### src/rtl/rv32i_pkg.sv
// Shared types for the rv32i core: decode fields, sequencer states and the
// default memory-ack timeout.
package rv32i_pkg;

    localparam int DEFAULT_TIMEOUT_CYCLES = 255;

    typedef enum logic [1:0] {
        WB_ALU = 2'd0,
        WB_MEM = 2'd1,
        WB_PC4 = 2'd2,
        WB_CSR = 2'd3
    } wb_from_e;

    typedef enum logic [1:0] {
        MEM_NONE  = 2'd0,
        MEM_LOAD  = 2'd1,
        MEM_STORE = 2'd2
    } mem_op_e;

    typedef enum logic {
        REG_WD = 1'b0,
        REG_WE = 1'b1
    } reg_we_e;

    typedef enum logic [2:0] {
        IDLE   = 3'd0,
        FETCH  = 3'd1,
        DECODE = 3'd2,
        EXEC   = 3'd3,
        MEM    = 3'd4,
        WB     = 3'd5,
        HALT   = 3'd6,
        ERR    = 3'd7
    } seq_state_e;

    // Loads need the data phase for their write-back value; stores need it to write.
    function automatic logic needs_mem(input wb_from_e wb_from, input mem_op_e mem_op);
        return (wb_from == WB_MEM) || (mem_op == MEM_STORE);
    endfunction

endpackage

### src/rtl/seq_timer.sv
// Watchdog for memory handshakes: counts wait cycles and flags the cycle in
// which the TIMEOUT_CYCLES-th consecutive cycle without an ack is reached.
module seq_timer #(
    parameter int TIMEOUT_CYCLES = 255
) (
    input  logic clk,
    input  logic rst,
    input  logic clear,
    input  logic enable,
    output logic expired
);

    localparam int W = (TIMEOUT_CYCLES > 1) ? $clog2(TIMEOUT_CYCLES) : 1;
    localparam logic [W-1:0] LAST = W'(TIMEOUT_CYCLES - 1);

    logic [W-1:0] count;

    // NOTE: sequential state is written with <= so every flop samples the
    // pre-edge values; blocking here would create order-dependent behaviour.
    always_ff @(posedge clk or posedge rst) begin
        if (rst) begin
            count <= '0;
        end else if (clear) begin
            count <= '0;
        end else if (enable && !expired) begin
            count <= count + 1'b1;
        end
    end

    // count holds the number of wait cycles already elapsed, so equality with
    // LAST means the current cycle is the final one allowed.
    assign expired = (count == LAST);

endmodule

### src/rtl/core_sequencer.sv
// Multi-cycle instruction sequencer: fetch, decode, execute, optional data
// access and write-back, with halt handling and a sticky bus-timeout error.
module core_sequencer
    import rv32i_pkg::*;
#(
    parameter int TIMEOUT_CYCLES = DEFAULT_TIMEOUT_CYCLES
) (
    input  logic        clk,
    input  logic        rst,
    input  logic        halt_req,
    output logic        imem_req,
    input  logic        imem_ack,
    output logic        ir_we,
    input  wb_from_e    dec_wb_from,
    input  mem_op_e     dec_mem_op,
    input  reg_we_e     dec_r_we,
    input  reg_we_e     dec_csr_we,
    output logic        dmem_req,
    output logic        dmem_we,
    input  logic        dmem_ack,
    output logic        rf_we,
    output logic        csr_we,
    output logic        pc_we,
    output logic        halted,
    output logic        bus_err,
    output logic [31:0] instret,
    output seq_state_e  state
);

    seq_state_e  state_q;
    seq_state_e  next_state;
    logic [31:0] instret_q;
    logic        timer_clear;
    logic        timer_enable;
    logic        timer_expired;

    seq_timer #(
        .TIMEOUT_CYCLES(TIMEOUT_CYCLES)
    ) u_timer (
        .clk    (clk),
        .rst    (rst),
        .clear  (timer_clear),
        .enable (timer_enable),
        .expired(timer_expired)
    );

    // Restart the watchdog on every fresh entry into a waiting state.
    assign timer_clear  = (next_state != state_q) &&
                          ((next_state == FETCH) || (next_state == MEM));
    assign timer_enable = ((state_q == FETCH) && !imem_ack) ||
                          ((state_q == MEM)   && !dmem_ack);

    always_ff @(posedge clk or posedge rst) begin
        if (rst) begin
            state_q <= IDLE;
        end else begin
            state_q <= next_state;
        end
    end

    always_ff @(posedge clk or posedge rst) begin
        if (rst) begin
            instret_q <= '0;
        end else if (state_q == WB) begin
            instret_q <= instret_q + 32'd1;
        end
    end

    always_comb begin
        // NOTE: every output of this block gets a default before the case, so
        // no path leaves a signal unassigned and no latch is inferred.
        next_state = state_q;
        imem_req   = 1'b0;
        ir_we      = 1'b0;
        dmem_req   = 1'b0;
        dmem_we    = 1'b0;
        rf_we      = 1'b0;
        csr_we     = 1'b0;
        pc_we      = 1'b0;
        halted     = 1'b0;
        bus_err    = 1'b0;

        case (state_q)
            IDLE: begin
                next_state = halt_req ? HALT : FETCH;
            end
            FETCH: begin
                imem_req = 1'b1;
                if (imem_ack) begin
                    ir_we      = 1'b1;
                    next_state = DECODE;
                end else if (timer_expired) begin
                    next_state = ERR;
                end
            end
            DECODE: begin
                next_state = EXEC;
            end
            EXEC: begin
                next_state = needs_mem(dec_wb_from, dec_mem_op) ? MEM : WB;
            end
            MEM: begin
                dmem_req = 1'b1;
                dmem_we  = (dec_mem_op == MEM_STORE);
                if (dmem_ack) begin
                    next_state = WB;
                end else if (timer_expired) begin
                    next_state = ERR;
                end
            end
            WB: begin
                pc_we      = 1'b1;
                rf_we      = (dec_r_we == REG_WE);
                csr_we     = (dec_csr_we == REG_WE);
                next_state = halt_req ? HALT : FETCH;
            end
            HALT: begin
                halted = 1'b1;
                if (!halt_req) begin
                    next_state = FETCH;
                end
            end
            ERR: begin
                bus_err = 1'b1;
            end
            default: begin
                next_state = IDLE;
            end
        endcase
    end

    assign state   = state_q;
    assign instret = instret_q;

endmodule

### config.mk
export PLATFORM = sky130hd
export DESIGN_NAME = core_sequencer
export DESIGN_NICKNAME = d
export VERILOG_FILES = /design/src/rtl/rv32i_pkg.sv /design/src/rtl/seq_timer.sv /design/src/rtl/core_sequencer.sv
export SDC_FILE = /design/constraint.sdc
export NUM_CORES = 1
export LEC_CHECK = 0
export BUFFER_PORTS_ARGS = -buffer_cell sky130_fd_sc_hd__buf_4
export CAP_MARGIN = 20
export CORE_ASPECT_RATIO = 0.75
export CORE_MARGIN = 2
export CORE_UTILIZATION = 50
export CTS_BUF_LIST = sky130_fd_sc_hd__clkbuf_2 sky130_fd_sc_hd__clkbuf_4 sky130_fd_sc_hd__clkbuf_8
export DETAILED_ROUTE_END_ITERATION = 7
export GPL_TIMING_DRIVEN = 0
export PLACE_DENSITY = 0.86
export SLEW_MARGIN = 0
export SYNTH_ARGS = -nofsm -noshare
export SYNTH_HDL_FRONTEND = slang
export SYNTH_SLANG_ARGS = --single-unit
### constraint.sdc
create_clock -name clk -period 1.7 [get_ports clk]
set_input_delay 0.085 -clock clk [delete_from_list [all_inputs] [get_ports clk]]
set_output_delay 0.085 -clock clk [all_outputs]
set_load 0.01 [all_outputs]
Word-level counts from Yosys, hierarchy flattened. Index checks and enable logic that the tools add are counted.

Register bits: 43. Latch bits: 0. RAM bits: 0. Memory bits (read-only): 0. Bits of input ports: 11. Output and inout bits: 44. Logic and storage cells: 50. Memories kept: 0.

Add/subtract/negate cells: 2. Multipliers: 0. Divide/modulo/power cells: 0. Order comparisons: 0. Equal/unequal tests: 13. Shifts and indexed selects: 0. Mux-type cells: 19. Bitwise gates (word level): 0. Reduce and logical (&&, ||, !) cells: 13.

Operator list (count): $add A32 B1 Y32 const B (1); $pmux W3 S6 (1); $mux W8 (2); $eq A3 B3 Y1 const B (5); $mux W3 (5); $mux W1 (11); $add A8 B1 Y8 const B (1); $eq A8 B8 Y1 const B (1); $eq A3 B1 Y1 const B (2); $eq A3 B2 Y1 const B (2); $logic_and A1 B1 Y1 (4); $logic_not A1 Y1 (3); $logic_not A3 Y1 (1); $logic_or A1 B1 Y1 (3); $ne A3 B3 Y1 (1); $eq A2 B1 Y1 const B (1); $eq A2 B2 Y1 const B (1); $reduce_bool A2 Y1 (1); $reduce_or A2 Y1 (1).

Longest topological paths before layout. Gate-level depths: netlist of run 1.

Depth in word-level cells: 8. Mapped depth: 6. Gate-level depth less buffers: 6.

Modules after synthesis. From an unflattened synthesis of run 1, not the netlist that was laid out.

Cells, all modules: 221. Area total of the unflattened synthesis: 2283.4 um^2.

By module, submodules not included: core_sequencer (instances 1, cells each 169, area each 1794.2 um^2, sequential area each 875.8 um^2); seq_timer (instances 1, cells each 52, area each 489.2 um^2, sequential area each 200.2 um^2).

Worst setup path before layout of run 1. OpenSTA, ideal clock, no wires.

Path kind: register to register. Start point: register state_q[0] (netlist: state[0]). End point: register u_timer.count[5]. Setup time: 79 ps. Data arrival time: 1724 ps. Required time: 1621 ps. Slack: -103 ps. Stages on the path, launching flop included: 5. Path buffers: 0. Period minus slack after synthesis: 1803 ps. Cell sequence: dfrtp_1 -> or3b_1 -> a21o_1 -> or4_1 -> a21oi_1.

Longest elaborated chain between the ends: 7. Elaborated cells on any way between the ends: 24. Classes of those cells: eq/ne: 9; mux: 6; reduce/logical: 9.

Ends and longest elaborated chain: start, declared (RTL line core_sequencer.sv:30) `seq_state_e state_q;`; start signal, assigned (RTL line core_sequencer.sv:57) `state_q <= next_state;`; $eq A3 B3 Y1, or another cell as far along (RTL line core_sequencer.sv:83) `case (state_q)`; $reduce_or A2 Y1 (no source line), or another cell as far along; $pmux W3 S6 (RTL line core_sequencer.sv:83); $eq A3 B1 Y1 / $eq A3 B3 Y1 (equally long branches) (RTL line core_sequencer.sv:49) `((next_state == FETCH) || (next_state == MEM));`; $logic_or A1 B1 Y1 (RTL line core_sequencer.sv:49); $logic_and A1 B1 Y1 (RTL line core_sequencer.sv:48) `assign timer_clear = (next_state != state_q) &&`; $mux W8 / $reduce_bool A2 Y1 (equally long branches); end signal, assigned (RTL line seq_timer.sv:26) `count <= count + 1'b1;`; end, declared (RTL line seq_timer.sv:16) `logic [W-1:0] count;`.

Parallel ways exist; a longest one is shown, timed or not. A chain may end at the register's enable or synchronous reset.

Worst setup path in the final report of run 1.
Start point: register state_q[0] (netlist: state[0]). End point: register u_timer.count[6].

The elaborated chain is that of the path after synthesis.

==> results.md, run 1 <==
* Worst Path Max Fanout at 5
* HPWL after detailed placement at 3.673 mm
* Largest cells by area after synthesis: dfrtp_1 48%, xnor2_1 11%, nand4_1 4.7%
* Net switching power at 1.558 mW
* Vias at 2288
* Worst path cell trace: or3b_4, a21o_4, or4_4, a21oi_2
* Number of synthesized flops with an enable pin at 0
* WL final at 7.318 mm
* Endpoints failing setup at 9
* Die X at 81.58 um
* Combinational Power Share at 0.489
* Synth warn at 0
* Layout Skew at 7.975 ps
* Cell Rows at 21
* Synth Flop Type: dfrtp_1
* Yosys top cell area share at 0.4767
* Most frequent cell after synthesis: dfrtp_1
* Die height at 62.19 um
* Number of global-route vias before repair at 2023
* Slowest CP cell: dfrtp_2
* Num CTS Buffers at 5
* Die area at 0.005073 mm^2
* Syn Area/Cell at 10.08 um^2
* Syn Nets at 238
* Hold_buf cts at 0
* Initial DRC Count at 280
* Initial Util at 0.5113
* GRT Resource Usage Total at 0.2447
* Total Power at 4.120 mW
* Crit path kind: flip-flop to flip-flop
* DR vias/cell at 6.085
* Fin. Hold Viols at 43
* RSZ-0062 raised after global routing: yes
* CP endpoint kind: flip-flop
* Worst path bufs/invs at 0
* Port bufs at 54
* Seq cells post-synth at 43
* Worst-margin pin slew at 878.0 ps
* # IOs at 55
* Max clock buf depth at 2
* Crit path DAT at 1970 ps
* Sequential share of the synthesized area at 0.4767
* PwrDens at 1233 mW/mm^2
* Critical path startpoint category: flip-flop
* Pin count of the biggest net entering global routing at 44
* Status: finished, violations left
* Mapped cell area at 0.002257 mm^2
* Internal at 2.562 mW
* FFs w/ async S/R, synth at 1.000
* Area grow syn2layout at 48.06%
* Crit path time final at 1752 ps
* DRT antenna net count at 0
* Final WS setup at -52.31 ps
* CTS tree: done
* DRC errors left at 0
* Proportion of layout cells with a drive suffix above 1 at 0.4326
* Seq pwr share at 0.318
* GR Overflow Total at 0
* Slew margin rel. at 0.4138
* Placer Congestion at 0.8733
* Yosys top cell by area: dfrtp_1
* Cell variety after synth at 43
* Core area at 0.004414 mm^2
* First drt pass iteration count at 5
* Worst skew pair latency at 300 ps
* CP max stage delay at 440 ps
* CTS root buf: clkbuf_8
* Kind of cell adding the most delay to the critical path: simple AND/OR/NAND/NOR gates
* Ant diodes at 0
* Layout net count at 332
* Sink Count at 43
* H-tree depth at 2
* Post-Synthesis Cells at 224
* Initial antenna violation count at 0
* Worst Hold Class: input pin to async pin
* Final worst-path cycle share at 1.031
* Total leakage power at 1.557 nW
* # Max-Cap Violations at 0
* Switching share of power at 0.3782
* Fmax at 570.7 MHz
* Violations in the final reports: negative hold slack, negative setup slack
* WL/cell at 19.46 um
* Final Slew Violations at 0
* Clock power share at 0.193
* Critical path data required time at 1920 ps
* Clock slew at reported path FFs at 80 ps
* Hold slack final at -22.28 ps
* List of most frequent post-synthesis cells: 43 x dfrtp_1, 28 x xnor2_1, 19 x nand2_1, 17 x nand4_1, 14 x nand3_1
* Global-route wire length before repair at 9.735 mm
* Worst VDD drop at 1003 uV
## power by group through the flow
stage / registers (mW) / clock network, mW / logic [mW]
detailed placement: 1.34 / 0 / 1.22
global placement: 1.33 / 0 / 1.19
finish: 1.31 / 0.795 / 2.01
floorplan: 1.34 / 0 / 0.738
global route: 1.32 / 0.862 / 2.13
CTS: 1.30 / 0.808 / 1.46
## per-stage QoR
step                      setup WS [ps]  std cells  utilization  setup TNS (ps)  area [um^2]
after global placement           -262.0        335       0.6250           -6316         2759
after floorplan                  -61.63        224            -          -61.63         2282
after detailed placement         -315.7        335       0.6250           -7859         2759
final                            -52.31        376       0.7571          -191.5         3342
after CTS                        -35.57        354       0.6896          -61.71         3044
after global routing             -91.20        376       0.7571           -1016         3342
## layout by cell type (no fill, tap or decap), types with 2 or more instances in the layout
cell type and instances:
a21oi_4 2, buf_6 6, a311oi_1 2, a21oi_2 2, inv_1 5, nand2_2 2, dfrtp_1 37, and2_1 7
nand3_1 13, xnor2_1 28, dfrtp_2 6, nor2_1 7, nor4_4 3, a21oi_1 5, o21ai_0 3, buf_4 83
nor2b_2 2, nand2b_1 4, nand4b_1 2, or4_4 2, and3_1 5, xor2_1 3, ha_1 3, clkbuf_8 5
nor2b_1 3, nand4_1 17, nand2_1 17, a31oi_1 2, nor3_1 3, or3b_4 2, and4_1 5
## flip-flops by register name, indices dropped and copies added, names as in the netlist
signal,flops
instret,32
state,3
u_timer.count,8
## final cells by class
cell class                      instances  area (um^2)
Fill cell                             261         1072
Tap cell                               57        71.32
Clock buffer                            5        68.82
Inverter                                6        22.52
Clock inverter                          3        43.79
Sequential cell                        43         1084
Buffer                                  5        50.05
Multi-Input combinational cell        169         1316
Timing Repair Buffer                   88        685.7
## what timing repair did
item / CTS / global route
endpoints found under the setup margin: 37 / 38
pin swaps: 12 / 17
buffers inserted: 12 / 21
gates resized for setup: 17 / 39
cloned: 0 / 1
## cells by family after synthesis
logic type	share of synthesized area
AOI/OAI and AO/OA	0.08924
muxes	0.004989
adders and majority gates	0.01663
DFF	0.4767
buffers and inverters	0.02162
and+or+nand+nor	0.2705
xor gates and xnor gates	0.1203
## routing by layer
layer  wire (um)  global-route usage  up-vias
li1            -                   -     1002
met1        3138              0.3530     1159
met2        3612              0.3832      113
met3         474             0.04651       14
met4          93             0.05625        0
met5           0                   0        -
## worst paths after layout
path	start	to	slack, ps	cells after the start
setup / recovery	state[0]	u_timer.count[6]	-50	4
hold reg to reg	instret[31]	instret[31]	480	1
setup reg to reg	state[0]	u_timer.count[6]	-50	4
max in group asynchronous	rst	instret[1]	1120	2
min in group clk	halt_req	state[2]	140	3
hold / removal	rst	instret[25]	-20	2
## worst reg2reg max path: stages, from the launching register on
cell,delay [ps]
dfrtp_2,440
or3b_4,430
a21o_4,240
or4_4,420
a21oi_2,140
Power figures use the tool's default switching activity.
==> inputs of run 2 (changes only) <==
GPL_TIMING_DRIVEN = default   (was 0)
==> run 2 against run 1 <==
Compared with the run above:
- largest power group unchanged
- worst setup slack improved by 17 ps
- critical path type unchanged
- flip-flop and latch count unchanged
- the flow finishes with violations (negative setup slack)
- clock skew decreased by 1.4 ps
- combinational power decreased by 15%
- global-route usage decreased by 0.39 points
- non-clock buffer count decreased by 11
- sequential share of layout area increased by 1.1 points
- clock power increased by 20%
- cell count decreased by 2.9%
- utilization decreased by 2.9 points
==> results.md, run 2 (synthesis gave the netlist of run 1 again) <==
* GRT Resource Usage Total at 0.2409
* Ant diodes at 0
* Final WS setup at -35.64 ps
* Most frequent cells in the layout: 75 x buf_4, 41 x dfrtp_1, 28 x xnor2_1, 18 x nand2_1, 17 x nand4_1
* Layout net count at 321
* Placer Congestion at 0.9325
* CTS root buf: clkbuf_8
* Port bufs at 54
* Number of global-route vias before repair at 2028
* Crit path kind: flip-flop to flip-flop
* Seq pwr share at 0.329
* Largest register FFs at 32
* Initial DRC Count at 198
* Clock power share at 0.241
* Core area at 0.004414 mm^2
* CP endpoint kind: flip-flop
* DR vias/cell at 5.896
* Critical Path Source: state[2]
* Worst-margin pin slew at 493.0 ps
* Die height at 62.19 um
* Initial antenna violation count at 0
* Die X at 81.58 um
* Sink Count at 43
* Place WS at -61.62 ps
* Max clock buf depth at 2
* Placed Cells at 353
* CTS tree: done
* Crit path DAT at 1950 ps
* Area grow syn2layout at 42.46%
* Proportion of layout cells with a drive suffix above 1 at 0.3734
* Reg2reg start: state[2]
* WL final at 6.144 mm
* Slew margin rel. at 0.6713
* Clock slew at reported path FFs at 80 ps
* Initial Util at 0.5113
* Endpoints failing setup at 5
* Fin. Hold Viols at 0
* DRT antenna net count at 0
* H-tree depth at 2
* Total Power at 3.975 mW
* Worst skew pair latency at 300 ps
* Global-route wire length before repair at 9.459 mm
* Total leakage power at 1.476 nW
* Layout Skew at 6.595 ps
* Crit path time final at 1736 ps
* Cell Rows at 21
* Fmax at 576.2 MHz
* Final Non-Filler Cells at 365
* Net switching power at 1.401 mW
* Max Used Layer: met4
* Worst Hold Launch: dmem_ack
* Status: finished, violations left
* Final worst-path cycle share at 1.021
* Violations in the final reports: negative setup slack
* Commonest non-fill, non-tap cell in the layout: buf_4
* Num CTS Buffers at 5
* # Max-Cap Violations at 0
* Met3 wire length at 347 um
* Metal2 WL at 3.063 mm
* Die area at 0.005073 mm^2
* HPWL after detailed placement at 3.903 mm
* Worst Path Max Fanout at 3
* RSZ-0062 raised after global routing: yes
* Worst Hold Class: input pin to flip-flop
* Worst VDD drop at 960.7 uV
* Final Slew Violations at 0
* Vias at 2152
* Routed met1 length at 2.597 mm
* Sum of negative setup slack at -129.2 ps
* Switching share of power at 0.3524
* Critical path data required time at 1920 ps
* First drt pass iteration count at 4
* Pin count of the biggest net entering global routing at 44
* GR Overflow Total at 0
* WL/cell at 16.83 um
* PwrDens at 1236 mW/mm^2
* DRC errors left at 0
* Fillers at 304
* # IOs at 55
* Critical path startpoint category: flip-flop
* Combinational Power Share at 0.430
* Internal at 2.574 mW
## run 2: cell types whose count changed in the layout (fill, tap and decap cells not counted), moves of 2 or more
cell and change:
buf_4 -8, dfrtp_1 +4, dfrtp_2 -4, a311oi_1 -2
a311oi_2 +2, nor3_1 +2
## run 2: through the flow
step	hold WS, ps	area [um^2]	util
floorplan	262.5	2282	-
global placement	166.6	2925	0.6627
detailed placement	171.3	2925	0.6627
CTS	110.3	3093	0.7007
global route	114.3	3216	0.7285
finish	114.6	3216	0.7285
## run 2: path summary, 6_finish.rpt
path	endpoint	slack, ps	cells past startpoint
setup / recovery	u_timer.count[7]	-40	6
hold / removal	state[0]	110	3
setup reg to reg	u_timer.count[7]	-40	6
hold reg to reg	instret[31]	490	1
max in group asynchronous	state[1]	1090	4
min in group asynchronous	u_timer.count[1]	400	4
## run 2: layer usage
layer,global-route usage,vias to the layer above
met2,0.3832,89
met3,0.04070,21
met4,0.07708,0
met1,0.3356,1061
met5,0,-
li1,-,981
## run 2: worst max-delay path: stages (launching register included)
cell and delay [ps]:
dfrtp_1 410, or3b_1 380, buf_4 160, a211oi_2 290, buf_4 170, nand4bb_1 100
a21oi_1 150
## run 2: area by class of cell
type,count,area [um^2],area share
clock buffer,6,76.32,0.02374
clock inverter,2,60.06,0.01868
inverter,6,22.52,0.007004
multi-input combinational,169,1257,0.3911
sequential,43,1079,0.3354
tap,57,71.32,0.02218
timing repair buffer,82,649.4,0.2019
## run 2: what timing repair did
item / 4_1_cts / 5_1_grt
buffers inserted: 1 / 2
hold buffers: 1 / 0
pin swaps: 6 / 11
setup endpoints to repair: 9 / 21
endpoints found under the hold margin: 43 / 0
gates resized for setup: 3 / 23
## run 2: power by group through the flow
| stage | clock, mW | sequential, mW | combinational (mW) |
|---|---|---|---|
| final | 0.957 | 1.31 | 1.71 |
| after floorplan | 0 | 1.34 | 0.738 |
| after global placement | 0 | 1.28 | 1.44 |
| after CTS | 0.964 | 1.28 | 1.53 |
| after global routing | 1.01 | 1.32 | 1.84 |
| after detailed placement | 0 | 1.29 | 1.47 |
==> inputs of run 3 (changes only) <==
CORE_MARGIN = default   (was 2)
==> run 3 against run 2 <==
Compared with the run above:
- the flow still finishes with violations (negative setup slack)
- critical path depth is 1 lower
- clock power is 25% lower
- clock skew is 3.2 ps higher
- die area is 5.6% lower
- largest cell class unchanged
- largest power group unchanged
- highest routed layer unchanged
==> results.md, run 3 (synthesis gave the netlist of run 1 again) <==
* Status: finished, violations left
* Violations in the final reports: negative setup slack
* Crit path DAT at 1920 ps
* Die area at 0.004790 mm^2
* Total Power at 3.645 mW
* Max clock buf depth at 2
* Worst VDD drop at 903.9 uV
* CTS tree: done
* Hold slack final at 116.3 ps
* Placed Cells at 346
* CP endpoint kind: flip-flop
* H-tree depth at 2
* Final WS setup at -25.46 ps
* Worst Hold Launch: dmem_ack
* Slew margin rel. at 0.6928
* Endpoints failing setup at 2
* Num CTS Buffers at 5
* Worst Hold Class: input pin to flip-flop
* PwrDens at 1155 mW/mm^2
* Die height at 60.19 um
* # Max-Cap Violations at 0
* Reg2reg start: state[2]
* Commonest non-fill, non-tap cell in the layout: buf_4
* Met1 Usage GRT at 0.3168
* GRT Resource Usage Total at 0.2421
* Met3 usage at 0.05802
* Initial Util at 0.5401
* Critical path startpoint category: flip-flop
* Pin count of the biggest net entering global routing at 34
* Number of global-route vias before repair at 1890
* Worst-margin pin slew at 457.2 ps
* Die X at 79.58 um
* Final Non-Filler Cells at 362
* HPWL after detailed placement at 3.947 mm
* GRT Max-Usage Layer: met2
* Largest register FFs at 32
* DR vias/cell at 5.762
* Final worst-path cycle share at 1.015
* Worst skew pair latency at 290 ps
* Total leakage power at 1.446 nW
* Met2 Use GR at 0.4103
* Core area at 0.004179 mm^2
* Crit path kind: flip-flop to flip-flop
* Most frequent cells in the layout: 77 x buf_4, 41 x dfrtp_1, 27 x xnor2_1, 18 x nand2_1, 17 x nand4_1
* GR Overflow Total at 0
* Vias at 2086
* Final Slew Violations at 0
* Sink Count at 43
* Placer Congestion at 0.8929
* DRT antenna net count at 0
* RSZ-0062 raised after global routing: yes
* Ant diodes at 0
* Port bufs at 54
* DRC errors left at 0
* Layout Skew at 9.785 ps
* # IOs at 55
* Cell Rows at 20
* Critical Path Source: state[2]
* CTS root buf: clkbuf_8
* Area grow syn2layout at 39.80%
* Clock slew at reported path FFs at 90 ps
* Layout net count at 320
* WL final at 6.044 mm
* Sum of negative setup slack at -27.41 ps
* Global-route wire length before repair at 8.818 mm
* Fmax at 579.6 MHz
* Proportion of layout cells with a drive suffix above 1 at 0.3616
* Initial DRC Count at 189
* Crit path time final at 1725 ps
* WL/cell at 16.70 um
* Worst Path Max Fanout at 3
* Fin. Hold Viols at 0
* First drt pass iteration count at 4
* Initial antenna violation count at 0
* Critical path data required time at 1890 ps
run 3: changes by cell type in the layout (fill, tap and decap cells not counted), moves of 2 or more:
cell,delta
a21oi_1,+2
a21oi_2,-2
a311oi_1,+2
a311oi_2,-2
buf_4,+2
buf_6,-2
bufinv_16,-2
clkbuf_8,+2
run 3: routing by layer:
metal  vias to the layer above  routed length (um)
met1                      1015                2692
met2                        78                2949
met3                         9                 334
li1                        984                   -
met5                         -                   0
met4                         0                  67
run 3: path summary, 6_finish.rpt:
check	end	slack, ps	cells past startpoint
setup / recovery	u_timer.count[3]	-30	5
hold / removal	state[0]	120	3
setup reg to reg	u_timer.count[3]	-30	5
hold reg to reg	instret[31]	480	1
max in group asynchronous	state[1]	920	4
min in group asynchronous	u_timer.count[1]	340	4
run 3: where the power goes:
part           switching (mW)  internal (mW)  total, mW
combinational           0.870          0.782       1.65
sequential              0.125           1.15       1.27
clock                   0.351          0.370      0.720
total                    1.35           2.30       3.65
run 3: layout make-up:
class | instances | area (um^2)
multi-input cells | 169 | 1260
flip-flops and latches | 43 | 1079
fillers | 293 | 1023
repair buffers | 81 | 621.8
clock buffers | 7 | 96.34
well taps | 55 | 68.82
inverters | 6 | 22.52
clock inverters | 1 | 7.507
run 3: worst max-delay path, stage by stage, from the launching register on:
cell and delay [ps]:
dfrtp_1 410, or3b_4 380, buf_4 170, a211oi_4 290, a21oi_1 130, a311oi_1 250
run 3: repair_timing:
item | 4_1_cts | 5_1_grt
setup endpoints to repair | 3 | 16
pin swaps | 4 | 11
buffers inserted | 1 | 6
hold buffers | 1 | 0
hold endpoints to repair | 43 | 0
resized for setup | 3 | 20
run 3: through the flow:
stage | setup slack, ps | utilization | area [um^2]
2_1_floorplan | -61.63 | - | 2282
5_1_grt | -96.61 | 0.7551 | 3156
6_report | -25.46 | 0.7551 | 3156
3_5_place_dp | -70.53 | 0.6874 | 2873
4_1_cts | -3.605 | 0.7201 | 3009
3_3_place_gp | 9.656 | 0.6874 | 2873
